<file path="config.mk">
export PLATFORM = sky130hd
export DESIGN_NAME = simon_playback_flat
export DESIGN_NICKNAME = d
export VERILOG_FILES = /design/src/rtl/simon_playback_if.sv /design/src/rtl/simon_playback.sv /design/src/flat_wrapper.sv
export SDC_FILE = /design/constraint.sdc
export NUM_CORES = 1
export LEC_CHECK = 0
export CAP_MARGIN = 40
export CELL_PAD_IN_SITES_DETAIL_PLACEMENT = 0
export CELL_PAD_IN_SITES_GLOBAL_PLACEMENT = 2
export CORE_MARGIN = 3
export CORE_UTILIZATION = 30
export DETAILED_ROUTE_END_ITERATION = 8
export GPL_ROUTABILITY_DRIVEN = 1
export PLACE_DENSITY_LB_ADDON = 0.15
export RECOVER_POWER = 25
export SETUP_SLACK_MARGIN = 0.3
export SLEW_MARGIN = 20
export SYNTH_ARGS = -nofsm -noshare
export SYNTH_HDL_FRONTEND = slang
export SYNTH_SLANG_ARGS = --single-unit
export TNS_END_PERCENT = 1
</file>
<file path="constraint.sdc">
create_clock -name clk -period 2.1 [get_ports clk]
set_clock_uncertainty 0.05 [all_clocks]
set_input_delay 0.63 -clock clk [delete_from_list [all_inputs] [get_ports clk]]
set_output_delay 0.63 -clock clk [all_outputs]
set_load 0.01 [all_outputs]
</file>
<file path="src/rtl/simon_playback_if.sv">
// Port bundle between simon_playback and its environment: start request, stack
// read side (EMPTY/DATA/POP) and the LED/status outputs.
interface simon_playback_if #(
  parameter int DATA_WIDTH = 2,
  parameter int DEPTH      = 16
);
  localparam int LED_W = 2 ** DATA_WIDTH;
  localparam int CNT_W = $clog2(DEPTH + 1);

  logic                  start;
  logic                  stk_empty;
  logic [DATA_WIDTH-1:0] stk_data;
  logic                  stk_pop;
  logic [LED_W-1:0]      led;
  logic                  busy;
  logic                  done;
  logic [CNT_W-1:0]      count;
  logic                  tone;

  // master: the playback engine; slave: the stack / top-level that feeds it
  modport master (
    input  start, stk_empty, stk_data,
    output stk_pop, led, busy, done, count, tone
  );

  modport slave (
    output start, stk_empty, stk_data,
    input  stk_pop, led, busy, done, count, tone
  );
endinterface

</file>
<file path="src/rtl/simon_playback.sv">
// Simon playback engine: drains the sequence stack and shows each colour on a one-hot LED bus.
// Define SIMON_TONE_EN to add a per-colour square-wave tone on the tone output.
module simon_playback #(
  parameter int DATA_WIDTH = 2,
  parameter int DEPTH      = 16,
  parameter int ON_CYCLES  = 4,
  parameter int OFF_CYCLES = 2,
  parameter int TONE_DIV   = 8
) (
  input  logic              clk,
  input  logic              rst,
  simon_playback_if.master  bus
);

  localparam int LED_W   = 2 ** DATA_WIDTH;
  localparam int CNT_W   = $clog2(DEPTH + 1);
  localparam int TMR_MAX = (ON_CYCLES > OFF_CYCLES) ? ON_CYCLES : OFF_CYCLES;
  localparam int TMR_W   = (TMR_MAX > 1) ? $clog2(TMR_MAX) : 1;

  if (ON_CYCLES < 1 || OFF_CYCLES < 1 || TONE_DIV < 1) begin : g_cfg_check
    $error("simon_playback: ON_CYCLES, OFF_CYCLES and TONE_DIV must all be >= 1");
  end

  typedef enum logic [2:0] {
    S_IDLE,
    S_LOAD,
    S_SHOW,
    S_GAP,
    S_FIN
  } state_t;

  state_t           state_reg;
  logic [LED_W-1:0] led_reg;
  logic             busy_reg;
  logic             done_reg;
  logic [CNT_W-1:0] count_reg;
  logic [TMR_W-1:0] timer_reg;
  logic [LED_W-1:0] onehot_next;
  logic [CNT_W-1:0] count_next;
  logic             pop_now;

  // Decode the top-of-stack colour straight into the LED pattern it will light.
  for (genvar gi = 0; gi < LED_W; gi++) begin : g_decode
    assign onehot_next[gi] = (bus.stk_data == DATA_WIDTH'(gi));
  end

  assign count_next = (count_reg == CNT_W'(DEPTH)) ? count_reg : count_reg + 1'b1;

  // The pop strobe is the one output not registered: it must coincide with the
  // LOAD cycle in which the data is captured, and never fire on an empty stack.
  assign pop_now = (state_reg == S_LOAD) && !bus.stk_empty;

  always_ff @(posedge clk or posedge rst) begin
    if (rst) begin
      state_reg <= S_IDLE;
      led_reg   <= '0;
      busy_reg  <= 1'b0;
      done_reg  <= 1'b0;
      count_reg <= '0;
      timer_reg <= '0;
    end else begin
      done_reg <= 1'b0;
      case (state_reg)
        S_IDLE: begin
          if (bus.start) begin
            state_reg <= S_LOAD;
            busy_reg  <= 1'b1;
            count_reg <= '0;
          end
        end

        S_LOAD: begin
          if (bus.stk_empty) begin
            state_reg <= S_FIN;
            done_reg  <= 1'b1;
          end else begin
            state_reg <= S_SHOW;
            led_reg   <= onehot_next;
            count_reg <= count_next;
            timer_reg <= TMR_W'(ON_CYCLES - 1);
          end
        end

        S_SHOW: begin
          if (timer_reg == '0) begin
            state_reg <= S_GAP;
            led_reg   <= '0;
            timer_reg <= TMR_W'(OFF_CYCLES - 1);
          end else begin
            timer_reg <= timer_reg - 1'b1;
          end
        end

        // Return through LOAD so EMPTY is re-sampled after any pushes made meanwhile.
        S_GAP: begin
          if (timer_reg == '0) begin
            state_reg <= S_LOAD;
          end else begin
            timer_reg <= timer_reg - 1'b1;
          end
        end

        S_FIN: begin
          state_reg <= S_IDLE;
          busy_reg  <= 1'b0;
        end

        default: begin
          state_reg <= S_IDLE;
          led_reg   <= '0;
          busy_reg  <= 1'b0;
        end
      endcase
    end
  end

`ifdef SIMON_TONE_EN
  localparam int TONE_W = $clog2(TONE_DIV * LED_W + 1);

  logic [DATA_WIDTH-1:0] tone_sym_reg;
  logic [TONE_W-1:0]     tone_cnt_reg;
  logic [TONE_W-1:0]     tone_period;
  logic                  tone_reg;

  // Higher colour codes get longer half-periods, giving each pad its own pitch.
  assign tone_period = TONE_W'(TONE_DIV) * (TONE_W'(tone_sym_reg) + 1'b1);

  always_ff @(posedge clk or posedge rst) begin
    if (rst) begin
      tone_sym_reg <= '0;
      tone_cnt_reg <= '0;
      tone_reg     <= 1'b0;
    end else if (pop_now) begin
      tone_sym_reg <= bus.stk_data;
      tone_cnt_reg <= '0;
      tone_reg     <= 1'b0;
    end else if (state_reg == S_SHOW && timer_reg != '0) begin
      // timer_reg==0 is the last lit cycle, so that edge falls through to silence
      if (tone_cnt_reg == tone_period - 1'b1) begin
        tone_cnt_reg <= '0;
        tone_reg     <= ~tone_reg;
      end else begin
        tone_cnt_reg <= tone_cnt_reg + 1'b1;
      end
    end else begin
      tone_cnt_reg <= '0;
      tone_reg     <= 1'b0;
    end
  end

  assign bus.tone = tone_reg;
`else
  assign bus.tone = 1'b0;
`endif

  assign bus.stk_pop = pop_now;
  assign bus.led     = led_reg;
  assign bus.busy    = busy_reg;
  assign bus.done    = done_reg;
  assign bus.count   = count_reg;

endmodule

</file>
<file path="src/flat_wrapper.sv">
// flat-port wrapper written by rule: the top's interface ports become plain ports
module simon_playback_flat 
#(
  parameter int DATA_WIDTH = 2,
  parameter int DEPTH      = 16,
  parameter int ON_CYCLES  = 4,
  parameter int OFF_CYCLES = 2,
  parameter int TONE_DIV   = 8
)
  (clk, rst, bus_start, bus_stk_empty, bus_stk_data, bus_stk_pop, bus_led, bus_busy, bus_done, bus_count, bus_tone);
  simon_playback_if #(.DATA_WIDTH(DATA_WIDTH), .DEPTH(DEPTH)) bus_i ();
  input  logic clk;
  input  logic rst;
  input wire logic [$bits(bus_i.start)-1:0] bus_start;
  input wire logic [$bits(bus_i.stk_empty)-1:0] bus_stk_empty;
  input wire logic [$bits(bus_i.stk_data)-1:0] bus_stk_data;
  output wire logic [$bits(bus_i.stk_pop)-1:0] bus_stk_pop;
  output wire logic [$bits(bus_i.led)-1:0] bus_led;
  output wire logic [$bits(bus_i.busy)-1:0] bus_busy;
  output wire logic [$bits(bus_i.done)-1:0] bus_done;
  output wire logic [$bits(bus_i.count)-1:0] bus_count;
  output wire logic [$bits(bus_i.tone)-1:0] bus_tone;
  assign bus_i.start = bus_start;
  assign bus_i.stk_empty = bus_stk_empty;
  assign bus_i.stk_data = bus_stk_data;
  assign bus_stk_pop = bus_i.stk_pop;
  assign bus_led = bus_i.led;
  assign bus_busy = bus_i.busy;
  assign bus_done = bus_i.done;
  assign bus_count = bus_i.count;
  assign bus_tone = bus_i.tone;
  simon_playback #(.DATA_WIDTH(DATA_WIDTH), .DEPTH(DEPTH), .ON_CYCLES(ON_CYCLES), .OFF_CYCLES(OFF_CYCLES), .TONE_DIV(TONE_DIV)) u_core (.clk(clk), .rst(rst), .bus(bus_i));
endmodule
</file>
**Word-level counts from Yosys, hierarchy flattened**

Cells that the tools add are included.

- $add $sub $neg: 2
- Equal/unequal tests: 14
- Mux-type cells: 20
- Bitwise logic cells: 2
- Reductions and logical operators: 14

Operator list:

| cell | number |
|---|---|
| 5-bit 2-to-1 mux | 3 |
| 3-bit 2-to-1 mux | 4 |
| 3-bit one-hot mux with 4 select lines | 1 |
| 4-bit one-hot mux with 3 select lines | 1 |
| 5-bit one-hot mux with 2 select lines | 1 |
| 3-bit AND reduction | 3 |
| 4-bit 2-to-1 mux | 2 |
| 2-bit inequality test, second input constant | 4 |
| 3-bit by 2-bit == test with 1-bit output, second input constant | 2 |
| 2-bit 2-to-1 mux | 3 |
| 2-bit one-hot mux with 3 select lines | 1 |
| 3-bit OR reduction | 2 |
| 5-bit by 1-bit adder with 5-bit output, second input constant | 1 |
| 5-bit == test, second input constant | 1 |
| 2-bit == test, second input constant | 2 |
| 2-bit zero test | 2 |
| 2-bit by 1-bit inequality test with 1-bit output, second input constant | 2 |
| 4-bit AND reduction | 1 |
| 3-bit by 1-bit == test with 1-bit output, second input constant | 1 |
| 3-bit == test, second input constant | 1 |
| 3-bit zero test | 1 |
| 1-bit 2-to-1 mux | 3 |
| 3-bit nonzero test | 1 |
| 2-bit by 1-bit == test with 1-bit output, second input constant | 1 |
| other kinds (7) | 8 |

- Flip-flop bits (word level): 16
- Output and inout port bits: 13
- Word-level logic and storage cells: 58

**Depth between registers and ports, before layout**

- Depth in word-level cells: 4
- Gate-level depth with buffers: 6

**Worst setup path after synthesis**

No wires, ideal clock.

- Kind: input -> output
- From: in bus_stk_empty
- To: out bus_stk_pop
- Data arrival time: 976 ps
- Data required time: 1420 ps
- Setup slack: 444 ps
- Stages on the path: 1
- Path buffers: 0
- Path through: nor4b_4

- Longest elaborated chain between the ends: 2

Ends and longest elaborated chain:

| what | line | text |
|---|---|---|
| start, declared | flat_wrapper.sv:15 | `input wire logic [$bits(bus_i.stk_empty)-1:0] bus_stk_empty;` |
| 1-bit zero test | simon_playback.sv:51 | `assign pop_now = (state_reg == S_LOAD) && !bus.stk_empty;` |
| 1-bit logical AND | simon_playback.sv:51 |  |
| end, declared | flat_wrapper.sv:17 | `output wire logic [$bits(bus_i.stk_pop)-1:0] bus_stk_pop;` |

No other way between the ends.

**Final worst setup path**

Same ends and word-level chain as after synthesis.

==> flow_summary_export.csv <==
group,metric,value,unit
setup_path,cp.arrival,1.19,ns
power,switching_power,469,uW
timing,hold_viol,0,
global_route,grt_pass1_wl,3040,um
timing,finalSetupTns,0,ns
job,maxCapViolations,0,
placed_design,place_congestion,0.719,
clocking,clkTransAtPathRegs,0.10,ns
layout,nets,126,
yosys,syn_area,873,um^2
layout,fillers,267,
yosys,yosysUniqueCellTypes,29,
layout,fin_util,0.443,
floorplanning,num_rows,18,
timing,min_period,1.87,ns
yosys,synth_flop_cell,"dfrtp_1",
setup_path,startpoint,"bus_stk_empty",
setup_path,crit_path_max_incr_delay,0.28,ns
routing,wl,1800,um
power,p_int,837,uW
yosys,yosysTopAreaCell,"dfrtp_1",
setup_path,path_class,"primary input to output pin",
clocking,ctsHoldBuffers,0,
setup_path,crit_family,"buffers and inverters",
setup_path,startpoint_type,"primary input",
yosys,syn_nets,97,
routing,highest_layer,"met4",
power,vdd_drop_max,0.559,mV
power,seq_power_share,0.358,
global_route,grt_usage,0.113,
clocking,cts.sinks,16,
yosys,syn_area_per_cell,10.0,um^2
power,leakage,0.562,nW
yosys,synth_commonest_cells,"dfrtp_1, inv_1, nor2_1",
routing,met1Wirelength,866,um
yosys,yosys_register_bits,16,
floorplanning,io_pins,19,
layout,synthToLayoutAreaGrowth,32.4,%
setup_path,crit_chain,"buf_6 -> nor4b_4 -> buf_2",
power,p_total,1.31,mW
placed_design,port_buffers,17,
setup_path,slowest_stage,"nor4b_4",
yosys,synth-edff-count,0,
hold_path,min_path_type,"register to register",
layout,largest_reg_flops,5,
global_route,grt_max_degree,17,
timing,max_slew.worst_pin.slew,0.889,ns
yosys,async_flop_share,1.00,
routing,dr_wl_met2,804,um
setup_path,cp.required,1.42,ns
setup_path,end_kind,"output pin",
power,p_sw_frac,0.359,
routing,wl_met3,109,um
placed_design,dp_hpwl,1290,um
timing,whs,0.440,ns
setup_path,crit_end,"bus_stk_pop",
timing,report.final.slew_viol_count,0,
power,power_density,1130,mW/mm^2
clocking,cts_tree,"done",
layout,drive_above_1_share,0.209,
timing,fmax,0.535,GHz
routing,dr_total_vias,687,
run_status,run_status,"completed",
power,power.share.combinational,0.486,
layout,diodes,0,
setup_path,path_buf_inv,2,
clocking,clk_latency,0.29,ns
routing,drc,0,
routing,viasPerCell,4.74,
floorplanning,die_w,60.0,um
routing,wl_per_cell,12.4,um
yosys,synth-seq-area-share,0.458,
power,clkPwrFrac,0.156,
timing,setup_viol,0,
timing,finalWorstSetupSlack,0.230,ns
timing,rsz0062_at_grt,"true",
global_route,overflow,0,
global_route,first_global_vias,686,
timing,relSlewSlack,0.407,
yosys,postSynthCellCount,87,
clocking,root_buffer,"clkbuf_4",
routing,postRouteAntennaNets,0,
setup_path,reg2reg_slack,0.45,ns
floorplanning,start_util,0.334,
routing,first_pass_iters,4,
setup_path,timing.rr.end,"u_core.bus.led[0]$_DFFE_PP0P_",
placed_design,pre_cts_ws,-0.548,ns
setup_path,reg2reg_from,"u_core.timer_reg[0]$_DFFE_PP0P_",
floorplanning,die_area,0.00359,mm^2
yosys,ys_top_cells_by_area,"dfrtp_1, ha_1, mux2_2, inv_1, buf_6",
clocking,cts-buffers-inserted,3,
yosys,synth.most_common_cell,"dfrtp_1",
setup_path,path_depth,3,
floorplanning,core_area,0.00261,mm^2
floorplanning,fp.dieH,60.0,um
clocking,cts_buffer_depth,2,
setup_path,cp_max_fo,2,
timing,period_share,0.890,
routing,detail_route.iter0.violations,11,
yosys,synth_top_area_share,0.458,
setup_path,reg2reg_depth,6,
yosys,ys.warnings.count,0,
clocking,htree_levels,1,
global_route,grt_antenna_before_repair,0,
[area by class of cell]
type	count	area (um^2)	area share
sequential	16	402	0.347
clock buffer	4	36.3	0.0314
multi-input combinational	57	393	0.340
tap	30	37.5	0.0325
timing repair buffer	29	254	0.220
inverter	9	33.8	0.0292
[placed cells by master, fill, tap and decap left out]
cell             Yosys  layout
dfrtp_1             16      15
clkdlybuf4s50_1      0      12
buf_4                1      11
inv_1                9       9
nor2_1               8       8
nand2_1              5       5
o21ai_0              5       5
o21ai_1              5       5
nor3_1               4       4
mux2_2               4       4
ha_1                 4       4
nand4_1              3       3
a21oi_1              3       3
clkbuf_4             0       3
a31oi_1              2       2
a22oi_1              1       1
o21a_1               1       1
nor4b_4              1       1
nand4bb_1            1       1
a32oi_2              1       1
or3b_1               1       1
nor2b_1              1       1
nand2b_1             1       1
o22ai_1              1       1
a2bb2oi_1            1       1
and2_1               1       1
mux2_1               1       1
a22o_1               1       1
conb_1               1       1
clkbuf_8             0       1
buf_6                3       1
dlygate4sd3_1        0       1
dlygate4sd2_1        0       1
buf_2                1       1
dlymetal6s2s_1       0       1
clkbuf_1             0       1
dfrtp_2              0       1
[power groups by stage]
stage          registers, mW  logic [mW]  clock network [mW]
2_1_floorplan          0.493       0.412                   0
3_3_place_gp           0.484       0.616                   0
3_5_place_dp           0.487       0.617                   0
4_1_cts                0.469       0.646               0.217
5_1_grt                0.483       0.709               0.229
6_report               0.467       0.635               0.204
[worst min path at each step]
stage / startpoint / endpoint / slack [ns] / cells after the start
global placement: u_core.bus.led[0]$_DFFE_PP0P_ / u_core.bus.led[0]$_DFFE_PP0P_ / 0.42 / 1
global route: u_core.bus.led[0]$_DFFE_PP0P_ / u_core.bus.led[0]$_DFFE_PP0P_ / 0.48 / 1
floorplan: u_core.timer_reg[1]$_DFFE_PP0P_ / u_core.timer_reg[1]$_DFFE_PP0P_ / 0.44 / 1
CTS: u_core.bus.led[0]$_DFFE_PP0P_ / u_core.bus.led[0]$_DFFE_PP0P_ / 0.45 / 1
finish: u_core.bus.led[0]$_DFFE_PP0P_ / u_core.bus.led[0]$_DFFE_PP0P_ / 0.44 / 1
detailed placement: u_core.bus.led[0]$_DFFE_PP0P_ / u_core.bus.led[0]$_DFFE_PP0P_ / 0.43 / 1
[per-layer routing]
metal / vias to the layer above / global-route usage
met5: - / 0
met4: 0 / 0.0190
met3: 2 / 0.0475
met2: 16 / 0.181
met1: 311 / 0.145
li1: 358 / -
[per-stage QoR]
step,cell area (um^2),std cells
floorplan,873,87
finish,1160,145
CTS,1160,145
detailed placement,1090,136
global route,1160,145
global placement,1090,136
[repair_timing]
action,in CTS,in global routing
buffers inserted,5,0
pin swaps,1,0
endpoints found under the setup margin,16,11
hold endpoints to repair,0,0
resized for setup,12,1
[kinds of logic (layout without fill, tap and decap cells)]
kind of cell               count (synthesis)  after routing  share of synthesized area
other                                      1              1                    0.00429
muxes                                      5              5                     0.0645
buffers and inverters                     14             42                     0.0917
adders and majority gates                  4              4                     0.0573
and+or+nand+nor                           26             26                      0.172
DFF                                       16             16                      0.458
AOI/OAI and AO/OA                         21             21                      0.152
Power figures use the tool's default switching activity.
==> edit (config.mk and constraints unchanged) <==
Compare `count_reg` against `CNT_W'(DEPTH)` with >= in place of ==.
--- a/src/rtl/simon_playback.sv
+++ b/src/rtl/simon_playback.sv
@@ -44,7 +44,7 @@
     assign onehot_next[gi] = (bus.stk_data == DATA_WIDTH'(gi));
   end
 
-  assign count_next = (count_reg == CNT_W'(DEPTH)) ? count_reg : count_reg + 1'b1;
+  assign count_next = (count_reg >= CNT_W'(DEPTH)) ? count_reg : count_reg + 1'b1;
 
   // The pop strobe is the one output not registered: it must coincide with the
   // LOAD cycle in which the data is captured, and never fire on an empty stack.
Function: same outputs for any inputs over 10 cycles, from zero or initial values and one cycle with rst high; that may be too few to reach the edited logic, so the function may still have changed.
==> edit against the unedited design <==
Power up 11%; sequential cell count stayed put; routed wire length grew 0.11%; area after synthesis is 4.7% lower; final area down 1.3%; sequential share of layout area rose by 0.46 points; global-route usage increased by 0.20 points; non-clock buffer count rose by 2; setup slack improved by 0.020 ns; critical path type is now reg -> out; highest routed layer unchanged.
==> edit: results (changes against the unedited design) <==
* Hold crit path type: reg -> reg
* Tot GR Track Use at 11.53% (+0.20 points)
* Achievable Freq at 0.5405 GHz (+1.1%)
* Later-pin clock latency in the skew report at 0.28 ns
* Sequential element share of the synthesized area at 48.12% (+2.3 points)
* Fillers at 272 (+1.9%)
* Ant diodes at 0 (unchanged)
* Delay-heaviest family, CP: buffers and inverters
* CP Max Fanout at 2 (unchanged)
* DR WL/cell at 12.07 um (-2.6%)
* Routability congestion estimate at 0.7138 (-0.70%)
* Peak per-stage delay on the critical path at 0.53 ns (+0.25 ns)
* Slew @ Worst Pin at 0.8577 ns (-0.03153 ns)
* Via density at 4.893 (+3.3%)
* Worst EP arrival at 1.17 ns (-0.02 ns)
* Result of the run: complete, no violations
* Detailed Route Iter0 Violations at 16 (+5)
* Number of CTS-inserted buffers at 3 (unchanged)
* Mapped Avg Cell Area at 9.349 um2 (-6.9%)
* IO buf count at 17 (unchanged)
* Peak supply drop at 0.7510 mV (+34%)
* Placed inst area at 1086 um2 (-0.11%)
* Max reg flops at 5 (unchanged)
* Worst path slowest cell: clkdlybuf4s50_1
* Clock transition at the registers of the reported paths at 0.10 ns (about the same)
* Initial antenna violation count at 0 (unchanged)
* CTS root buffer: clkbuf_4
* Top cells by area, synth: dfrtp_1 48%, ha_1 4.5%, a21oi_1 4.2%
* First-pass GRT wire length at 3036 um (unchanged)
* Vias in the first global route at 686 (unchanged)
* Cells after DPL at 141 (+3.7%)
* DR vias at 729 (+6.1%)
* Nets at 130 (+3.2%)
* Share of cells above drive strength 1 at 21.01% (+0.14 points)
* Leakage Power at 0.5438 nW (-3.2%)
* CTS H-tree depth at 1 (unchanged)
* Setup slack after placement at -0.3246 ns (+0.2231 ns)
* Clock tree buffer depth at 2 (unchanged)
* Dpl hpwl at 1345 um (+4.0%)
* Top cells by count, synth: 16 x dfrtp_1, 9 x nand2_1, 9 x nor2_1
* Number of nets produced by synthesis at 98 (+1.0%)
* Final setup fails at 0 (unchanged)
* DRC at 0 (unchanged)
## edit: cell count changes after synthesis, sizes merged, moves of 2 or more
cell / delta
a31oi: -2
nand2: +4
a211oi: +2
o21ai: -2
a21oi: +4
mux2: -2
nor3b: +3
and3: +3
buf: -2
## edit: path summary, 6_finish.rpt
check	slack [ns]	cells past startpoint	from	end
setup / recovery	0.25	1	u_core.bus.led[3]	bus_led[3]
hold / removal	0.46	1	u_core.bus.led[2]	u_core.bus.led[2]
setup reg to reg	0.52	6	u_core.timer_reg[0]	u_core.timer_reg[1]
hold reg to reg	0.46	1	u_core.bus.led[2]	u_core.bus.led[2]
max in group asynchronous	0.46	3	rst	u_core.bus.count[4]
min in group asynchronous	0.96	3	rst	u_core.bus.done
## edit: logic make-up (layout without fill, tap and decap cells)
family	after synthesis	count (layout)	share of synthesized area, %
simple gates	33	33	20.75
compound gates	20	20	14.74
flops	16	16	48.12
buf+inv	12	42	6.166
mux	4	4	5.263
fa+ha+maj	3	3	4.512
other cells	1	1	0.4507
## edit: per-stage QoR
step | power [mW] | util [%]
after floorplan | 0.9328 | -
after global placement | 1.270 | 42.30
after detailed placement | 1.266 | 42.30
after CTS | 1.477 | 44.49
after global routing | 1.590 | 44.44
final | 1.450 | 44.44
## edit: cell type report
| type | count | area (um2) | share of cell area, % |
|---|---|---|---|
| inverters | 8 | 30.03 | 2.632 |
| flip-flops and latches | 16 | 401.6 | 35.20 |
| repair buffers | 31 | 266.5 | 23.36 |
| well taps | 30 | 37.54 | 3.289 |
| multi-input cells | 61 | 382.9 | 33.55 |
| clock buffers | 3 | 22.52 | 1.974 |
## edit: timing repair
item	CTS	global route
pin swaps	2	0
buffers inserted	5	0
endpoints found under the setup margin	17	11
gates resized for setup	8	1
## edit: where the power goes
part	internal, mW	switching [mW]	leakage [nW]
Clock	0.0665	0.0910	0.0138
Sequential	0.420	0.0599	0.202
Combinational	0.418	0.395	0.328
## edit: per-layer routing
layer	share of wire [%]	global-route usage, %
met1	47	14.21
met2	47	19.62
met3	4.4	4.167
met4	0.83	1.942
met5	0	0
